### config.mk
export PLATFORM = sky130hd
export DESIGN_NAME = operand_fetch_stage
export DESIGN_NICKNAME = d
export VERILOG_FILES = /design/src/rtl/operand_fetch_stage.sv
export SDC_FILE = /design/constraint.sdc
export NUM_CORES = 1
export LEC_CHECK = 0
export ABC_AREA = 1
export BUFFER_PORTS_ARGS = -buffer_cell sky130_fd_sc_hd__buf_2
export CORE_MARGIN = 2
export CORE_UTILIZATION = 52
export DETAILED_ROUTE_END_ITERATION = 10
export GPL_TIMING_DRIVEN = 0
export PLACE_DENSITY_LB_ADDON = 0.25
export SLEW_MARGIN = 20
export SYNTH_ARGS = -nofsm -noshare
export SYNTH_HDL_FRONTEND = slang
export SYNTH_SLANG_ARGS = --single-unit
### constraint.sdc
create_clock -name Clock -period 5.3 [get_ports Clock]
set_clock_uncertainty 0.05 [all_clocks]
set_input_delay 0.53 -clock Clock [delete_from_list [all_inputs] [get_ports Clock]]
set_output_delay 0.53 -clock Clock [all_outputs]
set_load 0.02 [all_outputs]
### src/rtl/operand_fetch_stage.sv
// Operand-fetch (issue) stage between decode and execute.
// Drives both RAM read ports from the decoded source fields. The RAM's
// registered read data arrives one cycle later and is presented to execute
// under a valid/ready handshake. A per-register scoreboard of outstanding
// writebacks stalls decode on read-after-write and write-after-write hazards.
module operand_fetch_stage #(
    parameter int DATA_WIDTH   = 16,
    parameter int ADDR_WIDTH   = 8,
    parameter int MEM_SIZE     = 8,
    parameter int OPCODE_WIDTH = 4
) (
    input  logic                    Clock,
    input  logic                    Reset,
    // decode side
    input  logic                    iValid,
    input  logic [OPCODE_WIDTH-1:0] iOpcode,
    input  logic [ADDR_WIDTH-1:0]   iSrc0,
    input  logic [ADDR_WIDTH-1:0]   iSrc1,
    input  logic [ADDR_WIDTH-1:0]   iDst,
    input  logic                    iWritesDst,
    output logic                    oReady,
    // register RAM read ports
    output logic [ADDR_WIDTH-1:0]   oReadAddress0,
    output logic [ADDR_WIDTH-1:0]   oReadAddress1,
    input  logic [DATA_WIDTH-1:0]   iRamData0,
    input  logic [DATA_WIDTH-1:0]   iRamData1,
    // writeback snoop
    input  logic                    iWbEnable,
    input  logic [ADDR_WIDTH-1:0]   iWbAddress,
    // execute side
    output logic                    oValid,
    input  logic                    iExecReady,
    output logic [OPCODE_WIDTH-1:0] oOpcode,
    output logic [ADDR_WIDTH-1:0]   oDst,
    output logic                    oWritesDst,
    output logic [DATA_WIDTH-1:0]   oOperand0,
    output logic [DATA_WIDTH-1:0]   oOperand1,
    // scoreboard visibility
    output logic [MEM_SIZE-1:0]     oPending
);

    // IDLE : nothing presented to execute
    // FRESH: operands come straight from the RAM's registered outputs
    // HELD : execute stalled us; operands replayed from the hold registers,
    //        because the RAM outputs follow whatever decode now presents
    typedef enum logic [1:0] {
        IDLE  = 2'd0,
        FRESH = 2'd1,
        HELD  = 2'd2
    } state_t;

    state_t state_reg;
    state_t state_next;

    logic [MEM_SIZE-1:0]     pending_reg;
    logic [MEM_SIZE-1:0]     pending_next;

    logic [OPCODE_WIDTH-1:0] opcode_reg;
    logic [ADDR_WIDTH-1:0]   dst_reg;
    logic                    writes_dst_reg;
    logic [DATA_WIDTH-1:0]   hold0_reg;
    logic [DATA_WIDTH-1:0]   hold1_reg;

    // one-hot decodes of each address against every tracked register
    logic [MEM_SIZE-1:0]     src0_hit;
    logic [MEM_SIZE-1:0]     src1_hit;
    logic [MEM_SIZE-1:0]     dst_hit;
    logic [MEM_SIZE-1:0]     wb_hit;

    logic [MEM_SIZE-1:0]     wb_clear;
    logic [MEM_SIZE-1:0]     live_pending;
    logic [MEM_SIZE-1:0]     dst_set;

    logic                    hazard_src0;
    logic                    hazard_src1;
    logic                    hazard_dst;
    logic                    hazard;
    logic                    out_valid;
    logic                    ready;
    logic                    issue;

    // Addresses at or beyond MEM_SIZE match no decode bit, so they can never
    // hazard and are never marked.
    generate
        for (genvar gi = 0; gi < MEM_SIZE; gi++) begin : g_decode
            assign src0_hit[gi] = (iSrc0      == ADDR_WIDTH'(gi));
            assign src1_hit[gi] = (iSrc1      == ADDR_WIDTH'(gi));
            assign dst_hit[gi]  = (iDst       == ADDR_WIDTH'(gi));
            assign wb_hit[gi]   = (iWbAddress == ADDR_WIDTH'(gi));
        end
    endgenerate

    // A writeback landing this cycle resolves its hazard now: the RAM forwards
    // same-cycle write data to a read of the same address.
    assign wb_clear     = iWbEnable ? wb_hit : '0;
    assign live_pending = pending_reg & ~wb_clear;

    assign hazard_src0 = |(live_pending & src0_hit);
    assign hazard_src1 = |(live_pending & src1_hit);
    assign hazard_dst  = iWritesDst & (|(live_pending & dst_hit));
    assign hazard      = hazard_src0 | hazard_src1 | hazard_dst;

    // Ready deliberately ignores iValid so decode can look before it commits.
    assign ready  = !hazard && (!out_valid || iExecReady);
    assign issue  = iValid && ready;
    assign oReady = ready;

    // Set beats clear: an issuing writer supersedes a retiring one.
    assign dst_set      = (issue && iWritesDst) ? dst_hit : '0;
    assign pending_next = live_pending | dst_set;

    assign oReadAddress0 = iSrc0;
    assign oReadAddress1 = iSrc1;
    assign oPending      = pending_reg;
    assign oOpcode       = opcode_reg;
    assign oDst          = dst_reg;
    assign oWritesDst    = writes_dst_reg;

    // State register
    always_ff @(posedge Clock or posedge Reset) begin
        if (Reset) begin
            state_reg <= IDLE;
        end else begin
            state_reg <= state_next;
        end
    end

    // Next-state logic for the presentation FSM
    always_comb begin
        state_next = state_reg;
        case (state_reg)
            IDLE: begin
                if (issue) begin
                    state_next = FRESH;
                end
            end
            FRESH, HELD: begin
                if (!iExecReady) begin
                    state_next = HELD;
                end else if (issue) begin
                    state_next = FRESH;
                end else begin
                    state_next = IDLE;
                end
            end
            default: begin
                state_next = IDLE;
            end
        endcase
    end

    // Output decode: valid flag and operand source selection
    always_comb begin
        out_valid = 1'b0;
        oOperand0 = iRamData0;
        oOperand1 = iRamData1;
        case (state_reg)
            FRESH: begin
                out_valid = 1'b1;
            end
            HELD: begin
                out_valid = 1'b1;
                oOperand0 = hold0_reg;
                oOperand1 = hold1_reg;
            end
            default: begin
                out_valid = 1'b0;
            end
        endcase
    end

    assign oValid = out_valid;

    // Scoreboard of registers with an outstanding writeback
    always_ff @(posedge Clock or posedge Reset) begin
        if (Reset) begin
            pending_reg <= '0;
        end else begin
            pending_reg <= pending_next;
        end
    end

    // Instruction payload captured on issue, stable while execute stalls
    always_ff @(posedge Clock or posedge Reset) begin
        if (Reset) begin
            opcode_reg     <= '0;
            dst_reg        <= '0;
            writes_dst_reg <= 1'b0;
        end else if (issue) begin
            opcode_reg     <= iOpcode;
            dst_reg        <= iDst;
            writes_dst_reg <= iWritesDst;
        end
    end

    // Snapshot RAM data on the first stalled cycle so operands survive the stall
    always_ff @(posedge Clock or posedge Reset) begin
        if (Reset) begin
            hold0_reg <= '0;
            hold1_reg <= '0;
        end else if (state_reg == FRESH && !iExecReady) begin
            hold0_reg <= iRamData0;
            hold1_reg <= iRamData1;
        end
    end

endmodule

### Word level (Yosys, flattened, before mapping)

Index checks and enable logic that the tools add are counted.

| word-level totals | value |
|---|---|
| register bits | 55 |
| input port bits | 74 |
| output and inout port bits | 71 |
| logic and storage cells | 73 |

| cells by class | value |
|---|---|
| equality and inequality tests | 31 |
| mux-type cells | 9 |
| bitwise gates (word level) | 9 |
| reductions and logical operators | 17 |

Operators with widths:

| operator | count |
|---|---|
| $eq A8 B3 Y1 const B | 16 |
| $eq A8 B2 Y1 const B | 8 |
| $and A8 B8 Y8 | 4 |
| $eq A8 B1 Y1 const B | 4 |
| $logic_not A8 Y1 | 4 |
| $mux W16 | 2 |
| $reduce_or A8 Y1 | 3 |
| $mux W8 | 2 |
| $not A8 Y8 | 1 |
| $or A8 B8 Y8 | 1 |
| $logic_and A1 B1 Y1 | 4 |
| $mux W2 | 2 |
| $pmux W2 S2 | 1 |
| $logic_not A1 Y1 | 3 |
| $eq A2 B1 Y1 const B | 1 |
| $eq A2 B2 Y1 const B | 1 |
| $logic_not A2 Y1 | 1 |
| $mux W1 | 2 |
| $ne A2 B2 Y1 const B | 1 |
| $or A1 B1 Y1 | 2 |
| $reduce_or A2 Y1 | 1 |
| $and A1 B1 Y1 | 1 |
| $logic_or A1 B1 Y1 | 1 |

### Logic depth before layout (Yosys ltp)

| depth | value |
|---|---|
| word-level depth | 14 |
| gate-level depth with buffers | 14 |
| mapped depth without buffers | 13 |

### Least setup slack after synthesis

Ideal clock, no wire load.

| path | value |
|---|---|
| path type | input -> output |
| start point | input port iWbAddress[4] |
| end point | output port oReady |
| data arrival time | 1.525 ns |
| required time | 4.720 ns |
| slack | 3.195 ns |
| stages | 11 |
| path buffers | 0 |
| path through | inv_1 nand2_1 nor2_2 nand3_1 nand3_1 nand3_1 nand2_1 inv_1 nor2_2 nand3_2 inv_1 |

| on the way | value |
|---|---|
| word-level cells in the longest chain between the ends | 10 |
| elaborated cells on any way between the ends | 22 |
| classes of those cells | eq/ne: 7; mux: 1; bitwise: 8; reduce/logical: 6 |

Ends and longest elaborated chain:

| element | RTL line | text |
|---|---|---|
| start: declaration | 29 | `input logic [ADDR_WIDTH-1:0] iWbAddress,` |
| $eq A8 B1 Y1 (tied with other cells) | 89 | `assign wb_hit[gi] = (iWbAddress == ADDR_WIDTH'(gi));` |
| $mux W8 * | 95 | `assign wb_clear = iWbEnable ? wb_hit : '0;` |
| $not A8 Y8 * | 96 | `assign live_pending = pending_reg & ~wb_clear;` |
| $and A8 B8 Y8 * | 96 |  |
| $and A8 B8 Y8 (on tied branches) | 98, 100, 99 |  |
| $reduce_or A8 Y1 (on tied branches) | 98, 100, 99 |  |
| $or A1 B1 Y1 / $and A1 B1 Y1 (equally long branches) | 101, 100 |  |
| $or A1 B1 Y1 * | 101 | `assign hazard = hazard_src0 \| hazard_src1 \| hazard_dst;` |
| $logic_not A1 Y1 * | 104 | `assign ready = !hazard && (!out_valid \|\| iExecReady);` |
| $logic_and A1 B1 Y1 * | 104 |  |
| end: declaration | 21 | `output logic oReady,` |

Every way passes the cells marked *; elsewhere a longest branch is shown, timed or not.

### Worst setup path after layout

| path | value |
|---|---|
| start point | register state_reg[0] |
| end point | output port oOperand1[11] |

| on the way | value |
|---|---|
| word-level cells in the longest chain between the ends | 2 |

Ends and longest elaborated chain:

| element | RTL line | text |
|---|---|---|
| start: declaration | 52 | `state_t state_reg;` |
| start signal: assignment | 124 | `state_reg <= state_next;` |
| $eq A2 B2 Y1 | 157 | `case (state_reg)` |
| $mux W16 | 157 |  |
| end: declaration | 37 | `output logic [DATA_WIDTH-1:0] oOperand1,` |

Every way passes these cells.

==> summary.md <==
The run finished with clean final reports. For the worst-skew pair, the clock arrives at the later sink with an insertion delay of 0.31 ns. STA puts the critical path data arrival time at 2.14 ns.

The total overflow left after global routing is 0. Clock tree synthesis inserted a total of 5 buffers. The longest clock path from root to sink contains 2 buffers.

Using the TritonRoute via totals, the vias-per-cell ratio works out to 4.965. The H-tree generated during clock tree synthesis spans 2 levels. Once layout is done, the placed cells without fillers occupy 0.004302 sq mm.

Final setup slack of the worst path: 2.578 ns. Cell type with the highest occurrence count on the critical path: clkbuf_1. The run gives 0 as the post-CTS setup buffer count. The critical path's top delay family was buffers and inverters. The half-perimeter wire length of the detailed placement result was 6964 microns; the number of placed I/O pins was 145.

Setup total negative slack on the finished layout was measured at 0 ns. The root buffer cell chosen for the clock tree is clkbuf_8. The number of storage elements in the synthesis netlist was 55. The commonest non-fill, non-tap cell in the layout was nand2_1. The maximum fanout along the worst path is 10. The number of different library cells in the post-synthesis netlist came out at 20. The min-delay analysis places its worst path in the category input pin to asynchronous set/reset pin. The standby leakage power was 0.002482 uW; the number of buffers and inverters on the critical path was 4. Of the cells placed in the final design, the portion with a size suffix greater than 1 is 27.19%. In the final routed layout, each cell accounts on average for 12.21 microns. The tools report the hold violation count in the final report as 0. For the post-detailed-routing wire length, the log shows 9026 microns. Setup repair after global routing left no endpoint under its margin. The logs give 3368 for the via count of the first global-routing pass and 56 for the largest net degree at the start of global routing. The number of iterations in the first detailed-routing pass is 5, and the die extent in x is 84.80 microns. Hold repair after CTS inserted 0 buffers.

The tool flagged a number of max-cap violations equal to 0. Counting I/O delays and the setup requirement, the final critical path takes 2.722 ns. Across all layers, the routed design uses 3669 vias. The slowest stage cell on the critical path was dfrtp_1.

Gates resized during post-CTS repair numbered 0. The worst setup path is of the register to primary output kind. For the pin with the worst max-slew slack, the measured transition is 0.6669 ns. The tools report the starting DRC count in detailed routing as 198. The count of final max-slew check failures is 0, and the largest incremental delay on the critical path is 0.43 ns. The initial utilization of the core area, before any placement, comes to 53.77%. TritonCTS built the clock tree. The count of synthesis-stage warnings from yosys is 0.

The worst setup path is launched from a register. STA classifies the critical path endpoint as a primary output. Number of placement rows: 29.

OpenSTA, run right after detailed placement, puts the worst setup slack at 2.732 ns. After synthesis, the share of flip-flops with an asynchronous set or reset is 100.0%. Synthesis produced 511 cells.

The tools report the first-pass GRT wire length as 14840 microns. Static timing analysis puts the maximum clock frequency at 367.3 MHz. The run gives 55 as the clock sink count. At the worst endpoint, the required time is 4.72 ns. The maximum VDD drop is 0.3383 mV. The post-synthesis to final-layout area growth was 26.72%.

After the last flow step, the layout net total stands at 739. Cells fill 68.13% of the core in the end. The remaining number of nets flagged by the antenna check after routing came out at 0. The top cell types in the final layout, fill and taps aside, are nand2_1 (166), buf_2 (145), o21ai_0 (68). Number of antenna violations at the first check in global routing: 0.

The floorplan step defined a die boundary enclosing 0.007190 sq mm. Global routing used 25.05% of the available tracks across all layers. For this run, design rule violations remaining after detail routing come to 0. The die boundary height is 84.80 microns, and the mean post-synth cell area is 6.643 sq um.

Net count of the mapped netlist: 589. Among all flip-flop cells after synthesis, the most frequent one is dfrtp_1. The worst pin sits at a relative slew slack of 55.54%.

For this design the ratio of total power to cell area is 380.3 mW/mm^2. The number of antenna diodes is 0, and the final number of setup-violating endpoints is 0. The run gives 0.8954 as the weighted congestion reported at the end of routability-driven placement.

The ratio of final minimum period to clock period was 51.37%; the number of enable-type register cells in the synthesized netlist was 0. The area of the placeable core was 0.006314 sq mm; the number of buffers inserted by port buffering was 143. Traced cell by cell, the critical path runs through inv_1 -> ha_1 -> clkbuf_1 -> clkbuf_1 -> nand2_1 -> o21ai_0 -> buf_2. Cell area after synthesis: 0.003395 sq mm.

Of the synthesized area, sequential elements account for 40.55%. The post-CTS clock slew at the launch and capture registers of the worst setup and hold paths is 0.10 ns. The area of placed instances came out at 0.004209 sq mm.
-- worst paths after layout --
check,startpoint,to,depth (start not counted),slack [ns]
max in group asynchronous,Reset,hold1_reg[15]$_DFFE_PP0P_,2,4.49
min in group Clock,iOpcode[2],oOpcode[2]$_DFFE_PP0P_,3,0.35
worst max register to register,state_reg[0]$_DFFE_PP0P_,state_reg[0]$_DFFE_PP0P_,12,3.29
worst min-delay path,Reset,state_reg[0]$_DFFE_PP0P_,2,0.27
worst min register to register,oOpcode[2]$_DFFE_PP0P_,oOpcode[2]$_DFFE_PP0P_,2,0.43
worst max-delay path,state_reg[0]$_DFFE_PP0P_,oOperand1[11],7,2.58
-- routing by layer --
layer,share of wire (%),routed length [microns],vias to the layer above,global-route usage (%)
li1,-,-,1881,-
met1,43,3890,1646,35.34
met2,49,4400,136,41.88
met3,7.5,675,6,3.540
met4,0.65,59,0,4.473
met5,0,0,-,0
-- through the flow --
stage                     instances  power, uW  hold WS [ns]
final                           739       1636        0.2682
after global routing            739       1763        0.3268
after CTS                       739       1649        0.2831
after detailed placement        731       1405        0.4095
after global placement          731       1377        0.4077
after floorplan                 511       1150        0.4029
-- Yosys cell counts, types with 3 or more instances --
library cell    n  area share [%]
clkbuf_1       14             1.5
dfrtp_1        55              41
nor2_2          3            0.55
buf_4          16             3.5
o21ai_0        68              10
nand2_1       166              18
nand3_1        49             7.2
nand4_1         4            0.74
inv_1          66             7.3
nor2_1         53             5.9
ha_1            4             1.5
-- where the power goes --
| part | total, uW | switching (uW) | internal, uW |
|---|---|---|---|
| Combinational | 722 | 476 | 246 |
| Sequential | 673 | 92.6 | 581 |
| Clock | 241 | 145 | 95.8 |
| Total | 1640 | 714 | 922 |
-- cell families (layout without fill, tap and decap cells) --
| family | count (synthesis) | after routing | synth area share [%] |
|---|---|---|---|
| and+or+nand+nor | 283 | 283 | 34.69 |
| buffers and inverters | 100 | 251 | 13.12 |
| AOI/OAI and AO/OA | 69 | 69 | 10.17 |
| DFF | 55 | 55 | 40.55 |
| adders and majority gates | 4 | 4 | 1.474 |
-- layout make-up --
| class | count | area, sq um |
|---|---|---|
| clock inverters | 3 | 23.77 |
| fillers | 579 | 2012 |
| repair buffers | 143 | 715.7 |
| flip-flops and latches | 55 | 1376 |
| clock buffers | 5 | 68.82 |
| inverters | 67 | 254.0 |
| multi-input cells | 356 | 1573 |
| plain buffers | 33 | 193.9 |
| well taps | 77 | 96.34 |
Power figures use the tool's default switching activity.
